File: config.mk
export PLATFORM = sky130hd
export DESIGN_NAME = sprite_line_fetch
export DESIGN_NICKNAME = d
export VERILOG_FILES = /design/src/rtl/sprite_line_fetch.sv
export SDC_FILE = /design/constraint.sdc
export NUM_CORES = 1
export LEC_CHECK = 0
export ABC_AREA = 1
export CORE_ASPECT_RATIO = 1.1
export CORE_MARGIN = 4
export CORE_UTILIZATION = 40
export CTS_BUF_LIST = sky130_fd_sc_hd__clkbuf_2 sky130_fd_sc_hd__clkbuf_4 sky130_fd_sc_hd__clkbuf_8
export DETAILED_ROUTE_END_ITERATION = 7
export SYNTH_ARGS = -nofsm -noshare
export SYNTH_HDL_FRONTEND = slang
export SYNTH_SLANG_ARGS = --single-unit
File: constraint.sdc
create_clock -name clk -period 5 [get_ports clk]
set_input_delay 1 -clock clk [delete_from_list [all_inputs] [get_ports clk]]
set_output_delay 1 -clock clk [all_outputs]
set_load 0.1 [all_outputs]
File: src/rtl/sprite_line_fetch.sv
// sprite_line_fetch: fetches the next line's sprite row from ROM during hblank and streams it during active video.
//   clk, rst_n             pixel clock, asynchronous active-low reset
//   hcount, vcount         raster position from the VGA timing generator
//   enable                 sprite enable, sampled at the start of hblank
//   sprite_x, sprite_y     requested position, latched at the start of vblank
//   rom_addr, rom_data     sprite ROM port (asynchronous read)
//   pix_color, pix_valid   registered sprite pixel and opacity flag
//   busy                   high while a row fetch is in progress
module sprite_line_fetch #(
  parameter int          ADDRESS     = 10,
  parameter int          COLOR_BITS  = 24,
  parameter int          SPR_W       = 32,
  parameter int          SPR_H       = 32,
  parameter int          COORD_W     = 10,
  parameter int          H_ACTIVE    = 640,
  parameter int          H_TOTAL     = 800,
  parameter int          V_ACTIVE    = 480,
  parameter int          V_TOTAL     = 525,
  parameter logic [23:0] TRANSPARENT = 24'hFF00FF
) (
  input  logic                  clk,
  input  logic                  rst_n,
  input  logic [COORD_W-1:0]    hcount,
  input  logic [COORD_W-1:0]    vcount,
  input  logic                  enable,
  input  logic [COORD_W-1:0]    sprite_x,
  input  logic [COORD_W-1:0]    sprite_y,
  output logic [ADDRESS-1:0]    rom_addr,
  input  logic [COLOR_BITS-1:0] rom_data,
  output logic [COLOR_BITS-1:0] pix_color,
  output logic                  pix_valid,
  output logic                  busy
);
  localparam int CW = $clog2(SPR_W);
  localparam int RW = $clog2(SPR_H);
  localparam logic [COLOR_BITS-1:0] KEY = TRANSPARENT[COLOR_BITS-1:0];
  // The whole row must fit inside hblank, and the ROM must hold exactly one sprite.
  if (SPR_W > H_TOTAL - H_ACTIVE || SPR_W * SPR_H != (1 << ADDRESS)) begin : g_bad_cfg
    $error("sprite_line_fetch: sprite geometry does not fit ROM or hblank");
  end
  typedef enum logic [1:0] {IDLE, FETCH, READY} state_t;
  state_t r_state, w_next;
  logic [COORD_W-1:0]    r_pos_x, r_pos_y;
  logic                  r_line_hit;
  logic [CW-1:0]         r_col;
  logic [RW-1:0]         r_row;
  logic [COLOR_BITS-1:0] r_buf [SPR_W];
  logic [COLOR_BITS-1:0] r_pix_color;
  logic                  r_pix_valid;
  logic                  w_trig, w_latch, w_hit, w_last, w_in_spr;
  logic [COORD_W-1:0]    w_next_line;
  logic [RW-1:0]         w_row_off;
  logic [CW-1:0]         w_col_off;
  logic [COLOR_BITS-1:0] w_pix;
  assign w_trig      = hcount == COORD_W'(H_ACTIVE);
  assign w_latch     = hcount == '0 && vcount == COORD_W'(V_ACTIVE);
  assign w_next_line = (vcount == COORD_W'(V_TOTAL - 1)) ? '0 : vcount + COORD_W'(1);
  // Sums are widened by one bit so sprites near the coordinate limit never wrap.
  assign w_hit       = enable && w_next_line >= r_pos_y &&
                       {1'b0, w_next_line} < {1'b0, r_pos_y} + (COORD_W+1)'(SPR_H);
  assign w_row_off   = RW'(w_next_line - r_pos_y);
  assign w_last      = r_col == CW'(SPR_W - 1);
  assign w_in_spr    = hcount < COORD_W'(H_ACTIVE) && vcount < COORD_W'(V_ACTIVE) && r_line_hit &&
                       hcount >= r_pos_x && {1'b0, hcount} < {1'b0, r_pos_x} + (COORD_W+1)'(SPR_W);
  assign w_col_off   = CW'(hcount - r_pos_x);
  assign w_pix       = r_buf[w_col_off];
  assign busy        = r_state == FETCH;
  assign rom_addr    = busy ? ADDRESS'(r_row) * ADDRESS'(SPR_W) + ADDRESS'(r_col) : '0;
  assign pix_color   = r_pix_color;
  assign pix_valid   = r_pix_valid;
  // A trigger arriving mid-fetch is ignored; it cannot happen while the row fits in hblank.
  always_comb begin
    w_next = r_state;
    if (r_state == FETCH) w_next = w_last ? READY : FETCH;
    else if (w_trig) w_next = w_hit ? FETCH : IDLE;
  end
  always_ff @(posedge clk or negedge rst_n) begin
    if (!rst_n) begin
      r_state     <= IDLE;
      r_pos_x     <= '0;
      r_pos_y     <= '0;
      r_line_hit  <= 1'b0;
      r_col       <= '0;
      r_row       <= '0;
      r_pix_color <= '0;
      r_pix_valid <= 1'b0;
    end else begin
      r_state <= w_next;
      if (w_latch) begin
        r_pos_x <= sprite_x;
        r_pos_y <= sprite_y;
      end
      if (r_state != FETCH && w_trig) begin
        r_line_hit <= 1'b0;
        r_row      <= w_row_off;
        r_col      <= '0;
      end
      if (r_state == FETCH) begin
        r_col <= r_col + CW'(1);
        if (w_last) r_line_hit <= 1'b1;
      end
      r_pix_color <= w_in_spr ? w_pix : '0;
      r_pix_valid <= w_in_spr && w_pix != KEY;
    end
  end
  always_ff @(posedge clk) begin
    if (busy) r_buf[r_col] <= rom_data;
  end
endmodule

== Word-level counts from Yosys, hierarchy flattened ==
Memory sizes are Yosys's and may differ from the RTL's.
Cells that the tools add are included.

* Logic and storage cells: 55
* Register bits after elaboration: 58
* Memories kept: 1
* RAM bits: 768
* Input bits: 67

* Equal/unequal tests: 7
* Multiplexer cells: 14
* Order comparisons: 6
* Reduce and logical (&&, ||, !) cells: 12
* $add $sub $neg: 7

{| class="wikitable"
|+ Memory list
! name !! depth !! bits a word !! read ports !! clocked after Yosys merged registers in !! write ports !! line !! text
|-
| r_buf || 32 || 24 || 1 || 0 || 1 || 47 || <nowiki>logic [COLOR_BITS-1:0] r_buf [SPR_W];</nowiki>
|}

{| class="wikitable"
|+ Operators by type and width
! kind !! count
|-
| 24-bit 2-to-1 mux || 1
|-
| 24-bit inequality test (second input constant) || 1
|-
| 10-bit by 6-bit adder with 11-bit output (second input constant) || 2
|-
| 10-bit by 11-bit less-than comparator with 1-bit output || 2
|-
| 10-bit equality test (second input constant) || 2
|-
| 10-bit >= comparator || 2
|-
| 10-bit 2-to-1 mux || 2
|-
| 10-bit by 1-bit adder with 10-bit output (second input constant) || 1
|-
| 10-bit by 5-bit adder with 10-bit output || 1
|-
| 10-bit by 9-bit equality test with 1-bit output (second input constant) || 1
|-
| 10-bit zero test || 1
|-
| 10-bit less-than comparator (second input constant) || 1
|-
| 10-bit by 9-bit less-than comparator with 1-bit output (second input constant) || 1
|-
| 5-bit 2-to-1 mux || 2
|-
| 5-bit subtractor || 2
|-
| 1-bit logical AND || 9
|-
| 1-bit 2-to-1 mux || 6
|-
| 2-bit 2-to-1 mux || 3
|-
| 5-bit by 1-bit adder with 5-bit output (second input constant) || 1
|-
| 5-bit equality test (second input constant) || 1
|-
| 2-bit nonzero test || 2
|-
| 2-bit by 1-bit equality test with 1-bit output (second input constant) || 1
|-
| 2-bit by 1-bit inequality test with 1-bit output (second input constant) || 1
|}

== Logic depth before layout (Yosys ltp) ==
* Word-level depth: 8
* Gate-level depth with buffers: 19
* Mapped depth without buffers: 18

== Least setup slack after synthesis ==
No wires, ideal clock.

* Path kind: input to register
* From: input port hcount[0]
* To: register r_pix_valid (netlist: pix_valid)
* Data required time: 4878 ps
* Library setup time: 122 ps
* Slack: 1961 ps
* Stages: 19
* Arrival: 2918 ps
* Buffers on the path: 3
* Path through: inv_1 ha_1 fa_1 buf_2 inv_1 buf_2 buf_2 nor2_1 nand2_1 nand3_1 nand2_1 nand2_1 nand3_1 nand2_1 nand2_1 nor2_1 nand2_1 nor2_1 a21oi_1

* Cells in the longest elaborated chain, start to end: 6

{| class="wikitable"
|+ RTL lines
! element !! line !! text
|-
| from (decl) || 23 || <nowiki>input logic [COORD_W-1:0] hcount,</nowiki>
|-
| parallel branches: the longest is 5 deep, another holds memory 32 x 24 bit || -- ||
|-
| 1-bit logical AND * || 103 || <nowiki>r_pix_valid <= w_in_spr && w_pix != KEY;</nowiki>
|-
| to (signal assigned) || 86 || <nowiki>r_pix_valid <= 1'b0;</nowiki>
|-
| to (signal assigned) || 103 ||
|-
| to (decl) || 49 || <nowiki>logic r_pix_valid;</nowiki>
|}

Mark *: on every way between the ends.
A chain may end at the register's enable or synchronous reset.

== Final worst setup path ==
* From: register r_state[1]
* To: output port busy

* Cells in the longest elaborated chain, start to end: 1

{| class="wikitable"
|+ RTL lines
! element !! line !! text
|-
| from (decl) || 42 || <nowiki>state_t r_state, w_next;</nowiki>
|-
| from (signal assigned) || 88 || <nowiki>r_state <= w_next;</nowiki>
|-
| 2-bit by 1-bit equality test with 1-bit output || 67 || <nowiki>assign busy = r_state == FETCH;</nowiki>
|-
| to (decl) || 32 || <nowiki>output logic busy</nowiki>
|}

Every way passes these cells.

==> out/qor.csv <==
metric,value,unit
starting DRC count in detailed routing,2147,
Slew @ Worst Pin,1.10,ns
max incr delay on CP,1.19,ns
initial antenna violation count,2,
synthesis-to-finish area growth,15.1,%
clk_lat worst skew,0.80,ns
largest net degree at the start of global routing,145,
worst endpoint required time,4.00,ns
RSZ-0062 raised after global routing,false,
via-per-instance ratio,5.20,
first-pass GRT wire length,145000,µm
Worst Setup End Kind,primary output,
total of max-cap violations,0,
die width,290,µm
DRT Pass-1 Iters,6,
"Slowest-stage cell, CP",clkdlybuf4s50_1,
CP Class,reg2out,
setup bufs post-CTS,0,
post-synth cell types,37,
Post-Syn Nets,3263,
Synth async-reset ratio,0.0702,
TritonCTS Buffers,134,
DIE HEIGHT,319,µm
clk_skew,0.0341,ns
startpoint type of the worst setup path,flip-flop,
"Hold Vio Cnt, Final",0,
largest fanout on the critical path,17,
DPL Wire Length,54700,µm
"non-filler cells, final",4554,
final worst path period share,0.825,
TritonCTS clock tree,built,
vias after detailed routing,23700,
number of global-route vias before repair,23000,
gpl congestion,0.807,
slew margin rel.,0.262,
final wirelength,97800,µm
Post-Syn Instances,3155,
clk slew on worst S/H paths,0.06,ns
Initial Utilization,0.405,
f_max,0.242,GHz
Post-Place Cells,4314,
port bufs,102,
GRT overflow,0,
Register-to-Register Path Depth,14,
Core ar.,86700,µm²
main flop type after synthesis,edfxtp_1,
Clock Sink Count,826,
total power,14400,µW
setup violation total in the final timing report,0,
post-route ant nets,0,
Post-Synthesis Cell Area,35100,µm²
"critical path, cell by cell",inv_1 -> nand2_1 -> inv_2 -> clkdlybuf4s50_1,
post-route setup TNS,0,ns
CTS resizes,0,
I/O Pins,103,
warnings from Yosys,0,
post-synthesis sequential area ratio,0.698,
Max Slew Vio Count,0,
number of synthesized flops with an enable pin,768,
# hold bufs at CTS,0,
Power Density,356,nW/µm²
H-tree lvl count,4,
Clock Root Buffer,clkbuf_8,
LEAKAGE,0.0152,µW
fin crit period,4.12,ns
Die Area,92600,µm²
largest area contributor in the netlist,edfxtp_1,
"commonest non-fill, non-tap cell in the layout",nand2_1,
Max VDD drop,244,µV
outcome,"finished, final reports clean",
Max clock buf depth,3,
Worst Path Buf+Inv,3,
Stages on worst setup path,4,
fraction of layout cells with a size suffix above 1,0.108,
Syn Area/Cell,11.1,µm²
most used cells in the layout excluding fill and tap cells,"nand2_1, edfxtp_1, nand3_1",
DRC viols,0,
Final nets,3408,
Crit path arrival time,3.12,ns
gr usage total,0.208,
Hold Crit Class,in2async,
"CP delay by family, top",buffers and inverters,
DR WL/cell,21.5,µm
"FF+latch count, synth",826,
Rows,113,
top-area cell type share of the netlist area,0.657,
"top cells by area, synth","edfxtp_1, nand2_1, nand3_1, dfrtp_1, nor2_1",
-- kinds of logic (layout without fill, tap and decap cells) --
kind of cell / count (synthesis) / after routing / share of synthesized area
DFF: 826 / 826 / 0.698
buffers and inverters: 330 / 578 / 0.0428
muxes: 20 / 20 / 0.00642
adders and majority gates: 41 / 41 / 0.0150
other: 0 / 1 / 0
AOI/OAI and AO/OA: 110 / 110 / 0.0166
xor gates and xnor gates: 13 / 13 / 0.00324
and+or+nand+nor: 1815 / 1815 / 0.218
-- cell usage after synthesis (8+ instances only) --
library cell and n:
ha_1 39, buf_4 14, inv_1 160, buf_2 132, nand3_1 540, a21oi_1 29, or2_2 22, o21ai_0 52
nand2_1 926, clkbuf_1 8, edfxtp_1 768, nor2_1 287, or2_0 12, nor3_1 8, mux2_2 20, o21ai_1 16
dfrtp_1 58, xor2_1 8
-- final cells by class --
class,count,area [µm²]
fill,7799,46300
sequential,826,24500
multi-input combinational,1999,9360
clock buffer,182,2260
timing repair buffer,176,1810
tap,1150,1440
inverter,163,627
clock inverter,57,378
antenna,1,2.50
-- path summary, 6_finish.rpt --
kind                                        start                 endpoint  slack [ns]
min in group clk             r_row[0]$_DFFE_PN0P_     r_row[0]$_DFFE_PN0P_        0.48
max in group asynchronous                   rst_n   pix_color[9]$_DFF_PN0_        3.81
setup reg to reg           r_pos_x[0]$_DFFE_PN0P_      pix_valid$_DFF_PN0_        1.61
hold reg to reg              r_row[0]$_DFFE_PN0P_     r_row[0]$_DFFE_PN0P_        0.48
setup / recovery           r_state[1]$_DFFE_PN0P_                     busy        0.88
hold / removal                              rst_n  pix_color[17]$_DFF_PN0_        0.11
-- report_power, final --
group	switching (µW)	internal [µW]	leakage (µW)	total [µW]
registers	6.96	7570	0.00768	7570
logic	709	300	0.00616	1010
clock network	2660	3140	0.00138	5810
-- per-layer routing --
layer / vias up / wire, µm / track usage
li1: 11100 / - / -
met4: 0 / 3360 / 0.0791
met2: 888 / 47000 / 0.343
met1: 11500 / 40800 / 0.275
met5: - / 0 / 0
met3: 187 / 6580 / 0.0414
-- flip-flops by register name, indices dropped and copies added, names as in the netlist --
name        flops
r_pos_x        10
r_line_hit      1
r_col           5
r_state         2
r_pos_y        10
pix_valid       1
r_buf         768
r_row           5
pix_color      24
-- per-stage QoR --
| stage | util | cell area (µm²) | setup slack (ns) | hold slack (ns) |
|---|---|---|---|---|
| floorplan | - | 35100 | 1.96 | 0.449 |
| global placement | 0.436 | 37800 | 0.536 | 0.464 |
| detailed placement | 0.436 | 37800 | 0.519 | 0.471 |
| CTS | 0.466 | 40400 | 0.753 | 0.0489 |
| global route | 0.466 | 40400 | 0.672 | 0.0711 |
| finish | 0.466 | 40400 | 0.875 | 0.107 |
No activity file was read; power rests on OpenSTA's default activity.
